[src/rtl/comparator_seq.sv]
`default_nettype none
// +--------------------------------------------------------------------------+
// | Module   : comparator_seq                                                |
// | Purpose  : Chunk-serial (MSB-first) signed/unsigned comparator with a    |
// |            valid/ready request and result handshake.                     |
// | Options  : COMPARATOR_SEQ_EARLY_EXIT_EN - finish on first differing chunk|
// | Revision : 1.0                                                           |
// +--------------------------------------------------------------------------+
module comparator_seq #(
  parameter int N = 32,
  parameter int W = 8
) (
  input  logic         clk,
  input  logic         rst,
  input  logic         in_valid,
  output logic         in_ready,
  input  logic [N-1:0] a,
  input  logic [N-1:0] b,
  input  logic [2:0]   mode,
  output logic         out_valid,
  input  logic         out_ready,
  output logic         result,
  output logic         eq,
  output logic         lt
);

  localparam int C_CHUNKS = N / W;
  localparam int C_KW     = (C_CHUNKS > 1) ? $clog2(C_CHUNKS) : 1;
  localparam logic [C_KW-1:0] C_K_TOP = C_KW'(C_CHUNKS - 1);

  if (N % W != 0) begin : g_bad_width
    $fatal(1, "comparator_seq: N must be a multiple of W");
  end

  typedef enum logic [1:0] {
    S_IDLE = 2'd0,
    S_CMP  = 2'd1,
    S_DONE = 2'd2
  } state_t;

  state_t          r_state, w_state_next;
  logic [N-1:0]    r_a, r_b;
  logic [2:0]      r_mode;
  logic [C_KW-1:0] r_k;
  logic            r_found, r_eq, r_lt, r_result;

  logic            w_signed_in;
  logic [N-1:0]    w_a_cap, w_b_cap;
  logic [W-1:0]    w_a_chunks [C_CHUNKS];
  logic [W-1:0]    w_b_chunks [C_CHUNKS];
  logic            w_diff, w_chunk_lt, w_last, w_finish;
  logic            w_eq_fin, w_lt_fin, w_result_fin;

  // Flipping the sign bit at capture maps two's complement order onto
  // unsigned order, so the chunk datapath is always unsigned.
  assign w_signed_in = (mode == 3'd2) || (mode == 3'd3);

  always_comb begin
    w_a_cap        = a;
    w_b_cap        = b;
    w_a_cap[N-1]   = a[N-1] ^ w_signed_in;
    w_b_cap[N-1]   = b[N-1] ^ w_signed_in;
  end

  for (genvar gi = 0; gi < C_CHUNKS; gi++) begin : g_chunks
    assign w_a_chunks[gi] = r_a[gi*W +: W];
    assign w_b_chunks[gi] = r_b[gi*W +: W];
  end

  assign w_diff     = (w_a_chunks[r_k] != w_b_chunks[r_k]);
  assign w_chunk_lt = (w_a_chunks[r_k] <  w_b_chunks[r_k]);
  assign w_last     = (r_k == '0);

`ifdef COMPARATOR_SEQ_EARLY_EXIT_EN
  assign w_finish = w_last || w_diff;
`else
  assign w_finish = w_last;
`endif

  // Flags as they stand once this cycle's chunk has been considered.
  assign w_eq_fin = r_found ? r_eq : !w_diff;
  assign w_lt_fin = r_found ? r_lt : (w_diff && w_chunk_lt);

  always_comb begin
    w_result_fin = 1'b0;
    case (r_mode)
      3'd0:       w_result_fin = w_eq_fin;
      3'd1:       w_result_fin = !w_eq_fin;
      3'd2, 3'd4: w_result_fin = w_lt_fin;
      3'd3, 3'd5: w_result_fin = !w_lt_fin;
      default:    w_result_fin = 1'b0;
    endcase
  end

  always_ff @(posedge clk or posedge rst) begin
    if (rst) r_state <= S_IDLE;
    else     r_state <= w_state_next;
  end

  always_comb begin
    w_state_next = r_state;
    case (r_state)
      S_IDLE:  if (in_valid) w_state_next = S_CMP;
      S_CMP:   if (w_finish) w_state_next = S_DONE;
      S_DONE:  if (out_ready) w_state_next = S_IDLE;
      default: w_state_next = S_IDLE;
    endcase
  end

  always_ff @(posedge clk or posedge rst) begin
    if (rst) begin
      r_a      <= '0;
      r_b      <= '0;
      r_mode   <= '0;
      r_k      <= C_K_TOP;
      r_found  <= 1'b0;
      r_eq     <= 1'b0;
      r_lt     <= 1'b0;
      r_result <= 1'b0;
    end else begin
      case (r_state)
        S_IDLE: begin
          if (in_valid) begin
            r_a     <= w_a_cap;
            r_b     <= w_b_cap;
            r_mode  <= mode;
            r_k     <= C_K_TOP;
            r_found <= 1'b0;
            r_eq    <= 1'b0;
            r_lt    <= 1'b0;
          end
        end
        S_CMP: begin
          // Only the first decisive chunk (or the final equal one) sets flags.
          if (!r_found && (w_diff || w_last)) begin
            r_found <= 1'b1;
            r_eq    <= !w_diff;
            r_lt    <= w_diff && w_chunk_lt;
          end
          if (w_finish) r_result <= w_result_fin;
          else          r_k      <= r_k - C_KW'(1);
        end
        default: ;
      endcase
    end
  end

  assign in_ready  = (r_state == S_IDLE);
  assign out_valid = (r_state == S_DONE);
  assign result    = r_result;
  assign eq        = r_eq;
  assign lt        = r_lt;

endmodule
`default_nettype wire

[config.mk]
export PLATFORM = sky130hd
export DESIGN_NAME = comparator_seq
export DESIGN_NICKNAME = d
export VERILOG_FILES = /design/src/rtl/comparator_seq.sv
export SDC_FILE = /design/constraint.sdc
export NUM_CORES = 1
export LEC_CHECK = 0
export CELL_PAD_IN_SITES_DETAIL_PLACEMENT = 1
export CELL_PAD_IN_SITES_GLOBAL_PLACEMENT = 1
export CORE_MARGIN = 1
export CORE_UTILIZATION = 35
export DETAILED_ROUTE_END_ITERATION = 12
export PLACE_DENSITY_LB_ADDON = 0.1
export SYNTH_ARGS = -nofsm -noshare
export SYNTH_HDL_FRONTEND = slang
export SYNTH_SLANG_ARGS = --single-unit
export TNS_END_PERCENT = 50
[constraint.sdc]
create_clock -name clk -period 2.9 [get_ports clk]
set_clock_uncertainty 0.05 [all_clocks]
set_input_delay 0.435 -clock clk [delete_from_list [all_inputs] [get_ports clk]]
set_output_delay 0.435 -clock clk [all_outputs]
set_load 0.02 [all_outputs]
# Word level (Yosys, flattened, before mapping)
# Index checks and enable logic that the tools add are counted.
[totals]
regBits = 75
in_bits = 71
elab_cells = 72
[classes]
addsub = 1
n_lt_le_gt_ge = 2
eq_ne = 15
muxes = 23
bitwise = 3
reduce_logical = 19
[ops]
columns = ["op", "count"]
rows = [
  ["$bmux 8 s2", 2],
  ["$mux 8", 4],
  ["$eq 3x2->1 const B", 4],
  ["$mux 2", 5],
  ["$reduce_and 3->1", 3],
  ["$lt 8x8->1", 1],
  ["$ne 2x2->1 const B", 4],
  ["$ne 8x8->1", 1],
  ["$eq 3x3->1 const B", 2],
  ["$mux 1", 6],
  ["$pmux 1 s2", 3],
  ["$pmux 2 s3", 1],
  ["$logic_not 1->1", 4],
  ["$logic_not 2->1", 2],
  ["$pmux 1 s4", 1],
  ["$pmux 2 s2", 1],
  ["$reduce_and 2->1", 2],
  ["$reduce_or 2->1", 2],
  ["$eq 3x1->1 const B", 1],
  ["$ge 3x3->1 const B", 1],
  ["$logic_not 3->1", 1],
  ["$not 2->3", 1],
  ["$eq 2x1->1 const B", 1],
  ["$eq 2x2->1 const B", 1],
  ["6 further kinds", 9],
]

# Longest topological paths before layout
[logic_depth]
word_depth = 9
depth_mapped = 10

# Worst setup path after synthesis
# OpenSTA, ideal clock, no wires.
[synth_timing]
kind = "register to register"
start = "register r_k[0]"
end = "register r_result (netlist: result)"
setup_ps = 82
t_arrival_ps = 2676
t_required_ps = 2768
path_slack_ps = 92
path_stages_with_launch = 10
path_buffers = 2
period_less_slack_ps = 2808
cell_sequence = "dfstp_2 > buf_2 > buf_4 > mux4_2 > ha_1 > nor2b_1 > o211ai_1 > a31o_2 > mux2_1 > a31oi_1"
[synth_between]
elab_chain_cells = 9
elab_cells_between_ends = 18
[synth_lines]
columns = ["item", "line", "rtl"]
rows = [
  ["from (decl)", "44", "logic [C_KW-1:0] r_k;"],
  ["from (signal assigned)", "141", "else r_k <= r_k - C_KW'(1);"],
  ["$not 2->3 (not written as such)", "70, 71", ""],
  ["$bmux 8 s2", "70, 71", ""],
  ["$mux 8 (not written as such) (2 in series)", "70, 71", ""],
  ["$lt 8x8->1 or $ne 8x8->1 (tied branches)", "71, 70", ""],
  ["$logic_and 1x1->1 or $logic_not 1->1 (tied branches)", "82, 81", ""],
  ["$mux 1, on equally long branches", "82, 81", ""],
  ["$logic_not 1->1, on equally long branches", "90, 88", ""],
  ["$pmux 1 s4", "86", "case (r_mode)"],
  ["to (signal assigned)", "140", "if (w_finish) r_result <= w_result_fin;"],
  ["to (decl)", "45", "logic r_found, r_eq, r_lt, r_result;"],
]
# Several ways; a longest one is shown, not always the timed one. The select of a mux whose other input is x is not followed.
# A chain may end at the register's enable or synchronous reset.

# Worst setup path after layout
# Same ends and word-level chain as after synthesis.

==> impl_metrics.py <==
metrics = {
    "timing": {
        "period_minus_slack_ns": 2.70,
        "max_freq_ghz": 0.371,
        "rsz0062_at_grt": "false",
        "slew_headroom_pct": 72.7,
        "fin_crit_sh_pct": 93.0,
        "hold_viol": 0,
        "setup_viol": 0,
        "slew_viol_final": 0,
        "tns_ns": 0,
        "worst_pin_slew_ns": 0.409,
    },
    "power_and_ir_drop": {
        "peakVddDrop_mv": 0.365,
        "pwr_density_cell_nw_per_um2": 1050,
        "sw_frac_of_total_pct": 37.0,
        "internal_power_mw": 3.13,
        "leakagePower_nw": 2.30,
        "seq_power_share_pct": 39.2,
        "comb_power_share_pct": 41.3,
        "power_switching_mw": 1.84,
        "pwr-share-clk_pct": 19.5,
        "power_mw": 4.97,
    },
    "routing": {
        "drt_iter0_markers": 68,
        "via_count": 2812,
        "firstDrtPassIters": 4,
        "wl_per_cell_um": 14.9,
        "drc_errors": 0,
        "postRouteAntennaNets": 0,
        "finalWirelength_mm": 8.88,
        "viasPerCell": 4.70,
    },
    "clock_tree": {
        "post_cts_buffers": 0,
        "cts_resized": 0,
        "clock-root-buffer": "clkbuf_8",
        "clock_latency_ns": 0.35,
        "postCtsHoldBufs": 0,
        "cts-buffers-inserted": 9,
        "clk_path_buf_depth": 2,
        "path_clk_slew_ns": 0.08,
        "cts.sinks": 75,
        "cts_tree": "built",
        "htreeDepth": 3,
    },
    "logic_synthesis": {
        "ys_seq_elements": 75,
        "synthCells": 384,
        "ys_warn_count": 0,
        "netlist.area_leader.share_pct": 51.2,
        "syn_nets": 464,
        "yosys.area.top_type": "dfrtp_1",
        "seq_area_frac_synth_pct": 52.7,
        "async_reset_ff_share_pct": 100,
        "synth_edf_count": 0,
        "yosysUniqueCellTypes": 33,
        "synthFlopType": "dfrtp_1",
        "ys_top_cells_by_area": "dfrtp_1 (51%), nand2_1 (21%), mux4_2 (10%), ha_1 (3.2%), dfstp_2 (1.5%)",
        "syn-cell-area_um2": 3570,
        "synth_area_per_cell_um2": 9.29,
    },
    "place": {
        "io_buffers": 75,
        "place.gp.congestion": 0.780,
        "dp.final_hpwl_mm": 6.80,
    },
    "layout": {
        "fill_cells": 1186,
        "layout_commonest_cell": "nand2_1",
        "area_growth_pct": 32.3,
        "drive_gt1_share_pct": 10.1,
        "final_nets": 540,
        "diodes": 0,
        "layout_common_cells": "nand2_1 (202), clkdlybuf4s50_1 (75), dfrtp_1 (73), mux4_2 (16), inv_1 (13)",
    },
    "critical_path": {
        "startpoint_type": "register",
        "required_ns": 3.11,
        "endpoint_kind": "register",
        "critPathKind": "reg -> reg",
        "cp_data_arrival_time_ns": 2.91,
        "cp_max_fo": 8,
    },
    "floorplanning": {
        "rows": 36,
        "io_pins": 76,
        "fp.dieH_um": 103,
        "core_um2": 9820,
        "die_w_um": 103,
        "die-area_um2": 10600,
        "initial_core_util_pct": 36.3,
    },
    "global_routing": {
        "grt_max_degree": 41,
        "grt_first_pass_wirelength_mm": 14.7,
        "overflow": 0,
        "grt_usage_pct": 18.7,
        "grt_pass1_vias": 2970,
        "grt_antenna_before_repair": 0,
    },
    "outcome": {
        "status": "complete, no violations",
    },
    "worst_hold_path": {
        "hp-class": "in -> async",
    },
    "run": {
        "drv_cap": 0,
    },
}
==> Yosys cell counts, types with 2 or more instances <==
master	count
a21oi_1	6
a22oi_1	2
a31oi_1	2
and2_1	2
buf_2	7
clkbuf_1	10
dfrtp_1	73
dfstp_2	2
ha_1	9
inv_1	14
mux4_2	16
nand2_1	203
nor2_1	5
nor2b_1	3
o21a_1	2
o21ai_0	2
o21ai_1	5
or3_1	2
xnor2_1	5
==> through the flow <==
step	worst slack, ns	cell area (um2)	cells	utilization (%)	hold slack [ns]
finish	0.203	4720	598	48.1	0.243
global route	0.0530	4720	598	48.1	0.249
CTS	0.183	4720	598	48.1	0.234
detailed placement	0.222	4480	582	45.6	0.417
global placement	0.275	4480	582	45.6	0.412
floorplan	0.0924	3570	384	-	0.390
==> final timing paths <==
| check | to | depth (start not counted) | startpoint | slack, ns |
|---|---|---|---|---|
| setup / recovery | result | 8 | r_k[0] | 0.20 |
| hold / removal | r_a[10] | 2 | rst | 0.24 |
| setup reg to reg | result | 8 | r_k[0] | 0.20 |
| hold reg to reg | r_b[11] | 2 | r_b[11] | 0.44 |
| max in group asynchronous | r_k[0] | 3 | rst | 1.90 |
| min in group clk | r_b[11] | 2 | r_b[11] | 0.44 |
==> critical path: stages (launching register included) <==
cell	delay (ns)
dfstp_2	0.54
buf_4	0.20
mux4_2	0.54
ha_1	0.35
nand4_1	0.17
o31ai_2	0.23
xnor2_1	0.08
or3_1	0.30
a31oi_1	0.16
==> metal layers <==
layer / track usage [%] / share of wire, %
met5: 0 / 0
met4: 5.53 / 0.98
met3: 3.53 / 3.2
met2: 32.3 / 50
met1: 23.8 / 45
==> sequential cells by signal, summed over array words and instances (netlist names) <==
name,flops
r_a,32
r_b,32
r_mode,3
r_k,2
r_state,2
eq,1
lt,1
r_found,1
result,1
==> cell families after synthesis <==
| group | Yosys count | synth area share, % |
|---|---|---|
| AND/OR/NAND/NOR | 222 | 24.5 |
| flip-flops | 75 | 52.7 |
| buffers and inverters | 32 | 3.72 |
| AO/OA/AOI/OAI | 23 | 4.03 |
| multiplexers | 18 | 10.7 |
| adder cells (fa/ha/maj) | 9 | 3.16 |
| XOR/XNOR | 5 | 1.23 |
==> power by group through the flow <==
stage	registers [mW]	clock network, mW	logic (mW)
CTS	1.95	0.999	2.10
floorplan	1.77	0	1.59
global placement	1.97	0	2.00
detailed placement	1.96	0	2.09
finish	1.95	0.969	2.05
global route	2.01	1.04	2.37
==> cell type report <==
class / instances / area (um2) / share of cell area, %
Tap cell: 133 / 166 / 3.53
Clock buffer: 10 / 128 / 2.70
Clock inverter: 6 / 113 / 2.39
Inverter: 14 / 52.6 / 1.11
Multi-Input combinational cell: 277 / 1560 / 33.0
Sequential cell: 75 / 1880 / 39.8
Timing Repair Buffer: 83 / 823 / 17.4
No activity file was read; power rests on OpenSTA's default activity.
